## config.mk

```make
export PLATFORM = sky130hd
export DESIGN_NAME = btn_event
export DESIGN_NICKNAME = d
export VERILOG_FILES = /design/src/rtl/btn_event_pkg.sv /design/src/rtl/btn_event_edge_det.sv /design/src/rtl/btn_event.sv
export SDC_FILE = /design/constraint.sdc
export NUM_CORES = 1
export LEC_CHECK = 0
export CORE_MARGIN = 1
export CORE_UTILIZATION = 61
export DETAILED_ROUTE_END_ITERATION = 10
export PLACE_DENSITY = 0.75
export SYNTH_ARGS = -nofsm -noshare
export SYNTH_HDL_FRONTEND = slang
export SYNTH_SLANG_ARGS = --single-unit
```

## constraint.sdc

```tcl
create_clock -name clk -period 3.3 [get_ports clk]
set_clock_uncertainty 0.2 [all_clocks]
set_input_delay 0.33 -clock clk [delete_from_list [all_inputs] [get_ports clk]]
set_output_delay 0.33 -clock clk [all_outputs]
set_load 0.1 [all_outputs]
```

## src/rtl/btn_event_pkg.sv

```systemverilog
// Shared types and defaults for the button event classifier.
// Latency: n/a (declarations only).
// Backpressure: n/a.
package btn_event_pkg;

  // Default counter width and timing at a 50 MHz system clock.
  localparam int unsigned CW_DEF     = 28;
  localparam logic [27:0] T_LONG_DEF = 28'd50_000_000; // 1 s hold
  localparam logic [27:0] T_DBL_DEF  = 28'd12_500_000; // 250 ms gap

  typedef enum logic [2:0] {
    IDLE      = 3'd0,
    PRESS1    = 3'd1,
    LONG_HELD = 3'd2,
    WAIT2     = 3'd3,
    PRESS2    = 3'd4
  } state_t;

endpackage

```

## src/rtl/btn_event_edge_det.sv

```systemverilog
// Edge detector for a clean, synchronous level: one register, comb rise/fall.
// Latency: rise/fall valid in the cycle the new level is presented.
// Backpressure: none.
// Ports: clk, n_rst (async active-low), btn (level in), rise/fall (comb out).
module edge_det (
  input  logic clk,
  input  logic n_rst,
  input  logic btn,
  output logic rise,
  output logic fall
);

  logic btn_d1_q;
  logic btn_d1_d;

  always_comb begin
    btn_d1_d = btn;
  end

  // Resetting to 0 means a button already held at reset release is
  // seen as a fresh rise on the first edge.
  always_ff @(posedge clk or negedge n_rst) begin
    if (!n_rst) begin
      btn_d1_q <= 1'b0;
    end else begin
      btn_d1_q <= btn_d1_d;
    end
  end

  assign rise = btn & ~btn_d1_q;
  assign fall = ~btn & btn_d1_q;

endmodule

```

## src/rtl/btn_event.sv

```systemverilog
// Classifies button gestures into short press, long press or double click.
// Latency: each event pulse is registered, one cycle after the deciding edge.
// Backpressure: none; pulses are single-cycle and must be consumed immediately.
// Ports: clk, n_rst (async active-low), btn (debounced level, 1 = pressed),
//        short_press / long_press / double_click (1-cycle pulses), busy.
module btn_event
  import btn_event_pkg::*;
#(
  parameter int unsigned    CW     = CW_DEF,
  parameter logic [CW-1:0]  T_LONG = CW'(T_LONG_DEF),
  parameter logic [CW-1:0]  T_DBL  = CW'(T_DBL_DEF)
) (
  input  logic clk,
  input  logic n_rst,
  input  logic btn,
  output logic short_press,
  output logic long_press,
  output logic double_click,
  output logic busy
);

  logic rise;
  logic fall;

  edge_det u_edge_det (
    .clk   (clk),
    .n_rst (n_rst),
    .btn   (btn),
    .rise  (rise),
    .fall  (fall)
  );

  state_t          state_q, state_d;
  logic [CW-1:0]   cnt_q, cnt_d;
  logic            short_q, short_d;
  logic            long_q, long_d;
  logic            dbl_q, dbl_d;
  logic            busy_q, busy_d;

  // Saturating increment: the counter must never wrap back to zero.
  function automatic logic [CW-1:0] cnt_inc(input logic [CW-1:0] c);
    return (c == '1) ? c : c + CW'(1);
  endfunction

  always_comb begin
    state_d = state_q;
    cnt_d   = cnt_q;
    short_d = 1'b0;
    long_d  = 1'b0;
    dbl_d   = 1'b0;

    case (state_q)
      IDLE: begin
        if (rise) begin
          state_d = PRESS1;
          cnt_d   = '0;
        end
      end

      PRESS1: begin
        if (fall) begin
          state_d = WAIT2;
          cnt_d   = '0;
        end else if (cnt_q == T_LONG - CW'(1)) begin
          state_d = LONG_HELD;
          cnt_d   = '0;
          long_d  = 1'b1;
        end else begin
          cnt_d = cnt_inc(cnt_q);
        end
      end

      LONG_HELD: begin
        if (fall) begin
          state_d = IDLE;
          cnt_d   = '0;
        end
      end

      WAIT2: begin
        // A rise on the timeout edge still counts as a double click.
        if (rise) begin
          state_d = PRESS2;
          cnt_d   = '0;
          dbl_d   = 1'b1;
        end else if (cnt_q == T_DBL - CW'(1)) begin
          state_d = IDLE;
          cnt_d   = '0;
          short_d = 1'b1;
        end else begin
          cnt_d = cnt_inc(cnt_q);
        end
      end

      PRESS2: begin
        // Second press is never timed; only its release matters.
        if (fall) begin
          state_d = IDLE;
          cnt_d   = '0;
        end
      end

      default: begin
        state_d = IDLE;
        cnt_d   = '0;
      end
    endcase

    busy_d = (state_d != IDLE);
  end

  always_ff @(posedge clk or negedge n_rst) begin
    if (!n_rst) begin
      state_q <= IDLE;
      cnt_q   <= '0;
      short_q <= 1'b0;
      long_q  <= 1'b0;
      dbl_q   <= 1'b0;
      busy_q  <= 1'b0;
    end else begin
      state_q <= state_d;
      cnt_q   <= cnt_d;
      short_q <= short_d;
      long_q  <= long_d;
      dbl_q   <= dbl_d;
      busy_q  <= busy_d;
    end
  end

  assign short_press  = short_q;
  assign long_press   = long_q;
  assign double_click = dbl_q;
  assign busy         = busy_q;

endmodule

```

==> impl_results.md <==
* Fin worst setup slack at 0.452 ns
* Final Hold Vio Count at 0
* Internal power at between 0.0007 and 0.0008 W
* FILL cells at around 290
* Clock root cell: clkbuf_4
* Area Growth Syn to Fin at 6.80%
* Die width at ~62 µm
* Crit Path Category: flop to flop
* Top Ports at 7
* Footprint of the multi-input gates at ~0.0012 mm²
* GR Layer Usage met1 at between 40% and 50%
* Reg2reg start: cnt_q[10]$_DFFE_PN0P_
* Async set-reset flop share out of synthesis at 100%
* Net Switching at about 0.00049 W
* Hpwl dp at 3550 µm
* Setup TNS at 0 ns
* Post-synth top area share at roughly two fifths
* Gr busiest metal: met2
* Max rail drop VDD at 0.389 mV
* Distinct cells, synth at between 40 and 50
* Syn Inst Count at about 240
* CP Cell Sequence: or4b_1 > or4b_1 > o21bai_2 > nand2_1 > a221o_1
* ANT cells at 0
* Worst Setup Start Kind: flop
* H-Tree Level Count at 2
* Post-CTS Setup Inserts at 0
* RSZ-0062 raised after global routing: no
* # rows at 21
* GR Layer Usage met2 at between 40% and 50%
* Switching Share at 39.9%
* Worst Setup End Kind: flop
* Setup violators final at 0
* Vias post-DR at roughly 2,000
* Top_reg_cell synth: dfrtp_1
* Die ar. at 0.00380 mm²
* Clock Sinks at 36
* Static Leakage at 0.894 nW
* CTS tree: built
* Critical path's top delay family: simple AND/OR/NAND/NOR gates
* Top fanout value on the critical path at 9
* Nets at 244
* Max-Cap Viols at 0
* Max incr delay on CP at ~0.65 ns
* Commonest non-fill, non-tap cells in the layout: dfrtp_1, a21oi_1, nand2_1, or3_1, nand4_1
* First DRT Iteration DRCs at 233
* Register area share after synthesis at roughly 42%
* Post-route ant nets at 0
* Most common cell on crit path: or4b_1
* Slew headroom at between 30% and 40%
* GRT Total Usage at just over 30%
* Core area at between 0.003 and 0.004 mm²
* Chip height at ~60 µm
* Clock power frac at 21.6%
* R2R Setup Slk at ~0.45 ns
* Post-layout min period at between 2 and 3 ns
* Final Wtd Congestion at approximately 0.95
* Cts hold-fix bufs at 0
* First-pass GRT wire length at 8530 µm
* Worst-path clk slew at 0.10 ns
* Post-Syn Nets at around 240
* Largest net degree at the start of global routing at 37
* Power per cell area at roughly 530 mW/mm²
* Tcrit/Tclk final at 86.3%
* Post-synth EDFFs at 0
* Remaining global-route overflow at 0
* CP bufs+invs at 0
* Yosys warns at 0
* R2R depth at 5
* Worst Path Arrival at 2.89 ns
* WP data required at roughly 3.3 ns
* Dpl ws at roughly 0.28 ns
* Synth area leader: dfrtp_1
* GR Util met3 at 7.14%
* Drt first pass iters at 5
* Hold WC Path Type: input port to asynchronous set/reset pin
* Avg Cell Area, Syn at roughly 9 µm²
* Final max-slew violation count at 0
* Layout cell share with drive strength beyond 1 at under 10%
* Final WL at roughly 5000 µm
* Combinational share of power at 36.6%
* Post-route DRC at 0
* Clock buffer depth at 2
* Via density at just over 7
* Most common cell after layout, fill and taps aside: dfrtp_1
* Sequential Area at 901 µm²
* Actual slew at the worst max-slew pin at ~0.96 ns
* PortBufs at 6
* Mapped cell area at between 0.002 and 0.0025 mm²
* FF+latch count, synth at 36
* Ranking of synthesized cells by area: dfrtp_1, a21oi_1, or3_1, nand4_1, or4_1
* Slowest cell on crit path: or4b_1
* Fmax at 0.351 GHz
* Starting density of the core at between 60 and 70%
* Number of global-route vias before repair at 1,835
* Worst-Skew Late Latency at about 0.34 ns
* Drt wl/cell at approximately 18 µm
* CTS resizes at 0
* Register share of total power at about two fifths
* FF-to-FF End: cnt_q[25]$_DFFE_PN0P_
* Status: finished, final reports clean
* CTS buffer count at 5
* Initial antenna violation count at 0
[cells in the mapped netlist, drive strengths merged, types with 5 or more instances]
library cell	number
nand4	15
nor3	6
buf	6
nand3	9
o21ai	12
clkbuf	7
or4	11
a21oi	22
o22a	5
nand2	18
dfrtp	36
or3	15
nor2	12
o31ai	9
[worst register-to-register path, stage by stage, from the launching register on]
cell and delay, ns:
dfrtp_1 0.50, or4b_1 0.57, or4b_1 0.65, o21bai_2 0.38
nand2_1 0.13, a221o_1 0.32
[flip-flops by register name (all words and copies together) (netlist names)]
signal	flops
long_press	1
u_edge_det.btn_d1_q	1
state_q	3
short_press	1
busy	1
double_click	1
cnt_q	28
[how the worst max path moves through the flow]
stage                               start                     to  slack [ns]  depth (start not counted)
floorplan           cnt_q[10]$_DFFE_PN0P_  cnt_q[27]$_DFFE_PN0P_        0.68                          7
global placement                      btn  cnt_q[15]$_DFFE_PN0P_        0.41                          6
detailed placement                    btn  cnt_q[17]$_DFFE_PN0P_        0.28                          6
CTS                 cnt_q[10]$_DFFE_PN0P_  cnt_q[25]$_DFFE_PN0P_        0.49                          5
global route        cnt_q[13]$_DFFE_PN0P_   cnt_q[4]$_DFFE_PN0P_        0.35                          5
finish              cnt_q[10]$_DFFE_PN0P_  cnt_q[25]$_DFFE_PN0P_        0.45                          5
[metal layers]
layer	up-vias	share of wire (%)	wire length, µm
met5	-	0	0
met4	0	1.7	87
met3	9	6.8	347
met2	88	49	2480
met1	994	43	2180
li1	946	-	-
[layout make-up]
class,instances,share of cell area (%)
clock buffer,7,2.81
inverter,2,0.324
multi-input combinational,186,51.9
sequential,36,38.9
tap,46,2.48
timing repair buffer,9,3.56
[metrics by stage]
step,instances,hold WS [ns],total power [W],utilization [%],cell area [µm²]
floorplan,237,-0.166,0.000860,-,2170
global placement,279,0.321,0.000951,67.0,2250
detailed placement,279,0.337,0.000976,67.0,2250
CTS,286,0.204,0.00124,68.9,2320
global route,286,0.249,0.00130,68.9,2320
finish,286,0.191,0.00123,68.9,2320
[cell families (layout without fill, tap and decap cells)]
family | count (synthesis) | after routing | share of synthesized area (%)
xor+xnor | 2 | 2 | 0.808
compound gates | 73 | 73 | 23.9
buf+inv | 15 | 18 | 3.23
fa+ha+maj | 1 | 1 | 0.577
mux | 1 | 1 | 0.461
flops | 36 | 36 | 41.5
simple gates | 109 | 109 | 29.5
[power groups by stage]
stage / Combinational (W) / Clock, W / Sequential [W]
3_3_place_gp: 0.000431 / 0 / 0.000520
5_1_grt: 0.000493 / 0.000288 / 0.000523
6_report: 0.000452 / 0.000266 / 0.000516
4_1_cts: 0.000453 / 0.000270 / 0.000514
3_5_place_dp: 0.000452 / 0 / 0.000523
2_1_floorplan: 0.000295 / 0 / 0.000565
Power figures use the tool's default switching activity.
